`src/rtl/seq_restoring_divider.sv`:
```
// ============================================================================
// Module      : seq_restoring_divider
// Description : Multi-cycle unsigned restoring divider, one quotient bit per clock.
// Revision    : 1.0 - initial release
// ============================================================================
`default_nettype none

module seq_restoring_divider #(
    parameter int WIDTH = 4
) (
    input  logic             clk,
    input  logic             rst_n,
    input  logic             START,
    input  logic [WIDTH-1:0] A,
    input  logic [WIDTH-1:0] B,
    output logic             BUSY,
    output logic             DONE,
    output logic [WIDTH-1:0] QUO,
    output logic [WIDTH-1:0] REM,
    output logic             DZ
);

    localparam int c_CNT_W = (WIDTH > 2) ? $clog2(WIDTH) : 1;
    localparam logic [c_CNT_W-1:0] c_CNT_MAX = c_CNT_W'(WIDTH - 1);

    localparam logic [1:0] c_ST_IDLE   = 2'd0;
    localparam logic [1:0] c_ST_RUN    = 2'd1;
    localparam logic [1:0] c_ST_DIVZ   = 2'd2;
    localparam logic [1:0] c_ST_DONE   = 2'd3;

    logic [1:0]         r_state;
    logic [c_CNT_W-1:0] r_cnt;
    logic [WIDTH-1:0]   r_a;
    logic [WIDTH-1:0]   r_b;
    logic [WIDTH-1:0]   r_quo;
    logic [WIDTH-1:0]   r_rem;
    logic               r_dz;

    logic [WIDTH-1:0]   w_p;
    logic [WIDTH:0]     w_t;
    logic               w_borrow;

    // The partial remainder stays below 2^(WIDTH-1) until the final step,
    // so dropping its MSB when shifting never loses information.
    assign w_p      = {r_rem[WIDTH-2:0], r_a[r_cnt]};
    assign w_t      = {1'b0, w_p} - {1'b0, r_b};
    assign w_borrow = w_t[WIDTH];

    always_ff @(posedge clk or negedge rst_n) begin
        if (!rst_n) begin
            r_state <= c_ST_IDLE;
            r_cnt   <= '0;
            r_a     <= '0;
            r_b     <= '0;
            r_quo   <= '0;
            r_rem   <= '0;
            r_dz    <= 1'b0;
        end else begin
            case (r_state)
                c_ST_IDLE, c_ST_DONE: begin
                    if (START) begin
                        r_a     <= A;
                        r_b     <= B;
                        r_quo   <= '0;
                        r_rem   <= '0;
                        r_dz    <= 1'b0;
                        r_cnt   <= c_CNT_MAX;
                        r_state <= (B == '0) ? c_ST_DIVZ : c_ST_RUN;
                    end else begin
                        r_state <= c_ST_IDLE;
                    end
                end
                c_ST_RUN: begin
                    r_rem        <= w_borrow ? w_p : w_t[WIDTH-1:0];
                    r_quo[r_cnt] <= ~w_borrow;
                    if (r_cnt == '0) begin
                        r_state <= c_ST_DONE;
                    end else begin
                        r_cnt <= r_cnt - 1'b1;
                    end
                end
                c_ST_DIVZ: begin
                    r_quo   <= '1;
                    r_rem   <= r_a;
                    r_dz    <= 1'b1;
                    r_state <= c_ST_DONE;
                end
                default: r_state <= c_ST_IDLE;
            endcase
        end
    end

    assign BUSY = (r_state == c_ST_RUN) || (r_state == c_ST_DIVZ);
    assign DONE = (r_state == c_ST_DONE);
    assign QUO  = r_quo;
    assign REM  = r_rem;
    assign DZ   = r_dz;

endmodule

`default_nettype wire

```
`config.mk`:
```
export PLATFORM = sky130hd
export DESIGN_NAME = seq_restoring_divider
export DESIGN_NICKNAME = d
export VERILOG_FILES = /design/src/rtl/seq_restoring_divider.sv
export SDC_FILE = /design/constraint.sdc
export NUM_CORES = 1
export LEC_CHECK = 0
export CAP_MARGIN = 20
export CORE_MARGIN = 2
export CORE_UTILIZATION = 30
export DETAILED_ROUTE_END_ITERATION = 12
export GPL_TIMING_DRIVEN = 0
export PLACE_DENSITY_LB_ADDON = 0.05
export SYNTH_ARGS = -nofsm -noshare
export SYNTH_HDL_FRONTEND = slang
export SYNTH_SLANG_ARGS = --single-unit
```
`constraint.sdc`:
```
create_clock -name clk -period 2.75 [get_ports clk]
set_input_delay 0.275 -clock clk [delete_from_list [all_inputs] [get_ports clk]]
set_output_delay 0.275 -clock clk [all_outputs]
set_load 0.02 [all_outputs]
```
==> results by group <==
Route
  – DRT iter0 DRCs: 52
  – Drc violations: 0
  – Via density: 5.07
  – Number of detailed-route iterations in the first pass: 4
  – Routed Antenna Nets: 0
  – Drt total wl: 2.98 mm
  – Vias: 1014
  – Wire per inst: 14.9 µm

Timing
  – Final setup vio count: 0
  – Final count of pins violating max slew: 0
  – Period utilization: 86.6%
  – Final Hold Fails: 0
  – Max Freq: 420 MHz
  – Tmin final: 2.38 ns
  – Clock Skews: 0.00644 ns
  – Unrepaired setup endpoints after global routing: false
  – Worst slew pin tran: 0.560 ns
  – TNS Setup: 0 ns
  – Max_slew headroom: 62.3%

Synth
  – Syn avg cell area: 10.4 µm²
  – Post-synth top area cell: dfrtp_1
  – Count of state elements after synthesis: 21
  – Synthesized area: 0.00128 mm²
  – Ys flop type: dfrtp_1
  – Number of synthesized flops with an enable pin: 0
  – Sequential area share after synthesis: 40.9%
  – Mapped Nets: 147
  – Count of cell types in the netlist: 38
  – Synth area leaders: dfrtp_1, ha_1, mux2_2, a21oi_1, inv_1
  – Async SR Flop Fraction: 100%
  – Post-Syn Instances: 124
  – Yosys top cell area share: 40.9%
  – Synthesis Warnings: 0

Power
  – Int Pwr: 0.00113 W
  – Sw Ratio: 44.0%
  – Clk pwr share: 10.5%
  – Logic pwr share: 60.8%
  – PwrDens: 1240 mW/mm²
  – Switch Pwr: 0.000887 W
  – LEAKAGE: 0.721 nW
  – Reg power frac: 28.8%
  – Maximum VDD drop: 0.315 mV

Critical path
  – Worst R2R Path Depth: 8
  – WP data required: 2.90 ns
  – Max incr delay on CP: 0.55 ns
  – Critical path class: reg -> reg
  – Slowest cell on the critical path: mux4_2
  – Reg-to-Reg Start: r_cnt[0]
  – Critical-path cell list: mux4_2 > inv_1 > ha_1 > fa_1 > nor2b_4 > o21ai_4 > a21oi_2 > a221o_1
  – Register-to-register path setup slack: 0.37 ns
  – Worst-path maximum fanout: 7
  – CP Launch Type: flip-flop
  – Crit path arrival time: 2.53 ns
  – FF-to-FF End: QUO[3]
  – CP Capture Type: flip-flop

Worst hold path
  – Hold WC Path Type: in -> async

Global routing
  – Vias in the first global route: 970
  – GRT overflow: 0
  – First-pass GRT wire length: 4.85 mm
  – Total track usage: 12.9%
  – Antenna violations before repair: 0
  – Largest net degree at the start of global routing: 22
  – Met1 Use GR: 19.5%
  – M3 GR Usage: 2.47%
  – Grt met2 use: 17.5%
  – Gr busiest metal: met1

Clocking
  – Clock latency on the worst-skew pair: 0.27 ns
  – Post-CTS sizing: 0
  – Post CTS Setup Buffer Count: 0
  – Clk sinks: 21
  – TritonCTS buffer count: 3
  – Number of H-tree levels: 1
  – Max clock buf depth: 2
  – TritonCTS clock tree: done
  – Clock Root Buffer: clkbuf_8
  – Reg clk slew, reported paths: 0.08 ns
  – Post-CTS Hold Buffers: 0

Floorplan
  – Die extent in x: 69.4 µm
  – Initial core utilization: 31.7%
  – Die ar.: 0.00482 mm²
  – Core area: 0.00406 mm²
  – Die Ht: 69.4 µm
  – Cell Rows: 23
  – Top Ports: 22

Run status
  – Status: complete, no violations

Layout
  – FILL cells: 408
  – Nets@finish: 174
  – Area of the multi-input gates: 698 µm²
  – Non-Filler Instances: 200
  – Layout cells sized above 1: 17.3%
  – Register area: 526 µm²
  – N_diodes: 0
  – Area Growth Syn to Fin: 26.9%

Place
  – Placed cell count: 195
  – IO buf count: 21
  – Post-DP HPWL: 2.20 mm
  – GP Congestion: 0.758

Flow run
  – Max Cap Viol: 0
## power groups by stage
stage | combinational, W | sequential [W] | clock (W)
2_1_floorplan | 0.000837 | 0.000607 | 0
3_3_place_gp | 0.00122 | 0.000582 | 0
3_5_place_dp | 0.00123 | 0.000587 | 0
4_1_cts | 0.00123 | 0.000580 | 0.000216
5_1_grt | 0.00136 | 0.000603 | 0.000236
6_report | 0.00122 | 0.000580 | 0.000211
## final cells by class
| class | count | area share (%) |
|---|---|---|
| clock buffers | 4 | 2.76 |
| plain buffers | 3 | 0.998 |
| inverters | 12 | 2.76 |
| well taps | 50 | 3.84 |
| repair buffers | 22 | 14.6 |
| multi-input cells | 88 | 42.8 |
| flip-flops and latches | 21 | 32.2 |
## worst max-delay path by stage
stage,from,end,slack (ns),cells after the start
2_1_floorplan,r_cnt[0],QUO[1],0.59,8
3_3_place_gp,r_cnt[0],QUO[3],0.37,8
3_5_place_dp,r_cnt[0],QUO[3],0.35,8
5_1_grt,r_cnt[0],QUO[1],0.21,8
6_report,r_cnt[0],QUO[3],0.37,8
4_1_cts,r_cnt[0],QUO[3],0.34,8
## sequential cells by signal (all words and copies together) (netlist names)
name,flops
r_cnt,2
r_a,4
REM,4
r_b,4
QUO,4
DZ,1
r_state,2
## cell usage in the layout, fill, tap and decap left out, drive strengths merged
cell	netlist	final
clkbuf	1	5
a31oi	4	4
a32o	1	1
fa	1	1
mux4	1	1
inv	12	12
dfrtp	21	21
o211ai	1	1
a21oi	11	11
clkdlybuf4s50	0	21
buf	2	3
and2b	1	1
or3	1	1
o21a	1	1
nor2	10	10
and3b	1	1
nand2	3	3
a32oi	2	2
o21ai	8	8
nor2b	3	3
a221o	4	4
nor3	2	2
a21o	1	1
ha	11	11
mux2	8	8
nand3	4	4
o311ai	1	1
nand4	3	3
nand2b	3	3
or2	1	1
nor4	1	1
## layer usage
layer,part of all wire [%],routed length [µm]
met1,52,1540
met2,42,1250
met3,4.5,133
met4,1.7,51
met5,0,0
## per-stage QoR
stage	setup WS [ns]	area, µm²	power (W)	utilization (%)	hold WS [ns]
final	0.370	1630	0.00201	40.2	0.264
after global placement	0.374	1560	0.00181	38.4	0.490
after global routing	0.213	1630	0.00220	40.2	0.279
after floorplan	0.591	1280	0.00144	-	-0.0206
after detailed placement	0.354	1560	0.00182	38.4	0.500
after CTS	0.344	1600	0.00203	39.5	0.522
## synthesized netlist by cell type, types with 2 or more instances
cell type and count:
o21ai_0 7, inv_1 11, ha_1 11, dfrtp_1 21, nor2b_1 2, mux2_2 8
nand2_1 2, nor3_1 2, a31oi_1 4, nor2_1 10, a32oi_1 2, a21oi_1 10
nand3_1 4, a221o_1 4, nand4_1 3
## cell families (layout without fill, tap and decap cells)
| kind of cell | after synthesis | in the layout | synth area share, % |
|---|---|---|---|
| compound gates | 34 | 34 | 18.4 |
| simple gates | 33 | 33 | 14.9 |
| flops | 21 | 21 | 40.9 |
| buf+inv | 15 | 41 | 4.77 |
| fa+ha+maj | 12 | 12 | 12.3 |
| mux | 9 | 9 | 8.76 |
## worst max-delay path, delay by kind of cell (launching register included)
kind	cells	cell delay, ns
fa+ha+maj	2	0.41
mux	1	0.55
compound gates	3	0.67
buf+inv	1	0.08
simple gates	1	0.07
flops	1	0.48
(Power assumes the default switching activity.)
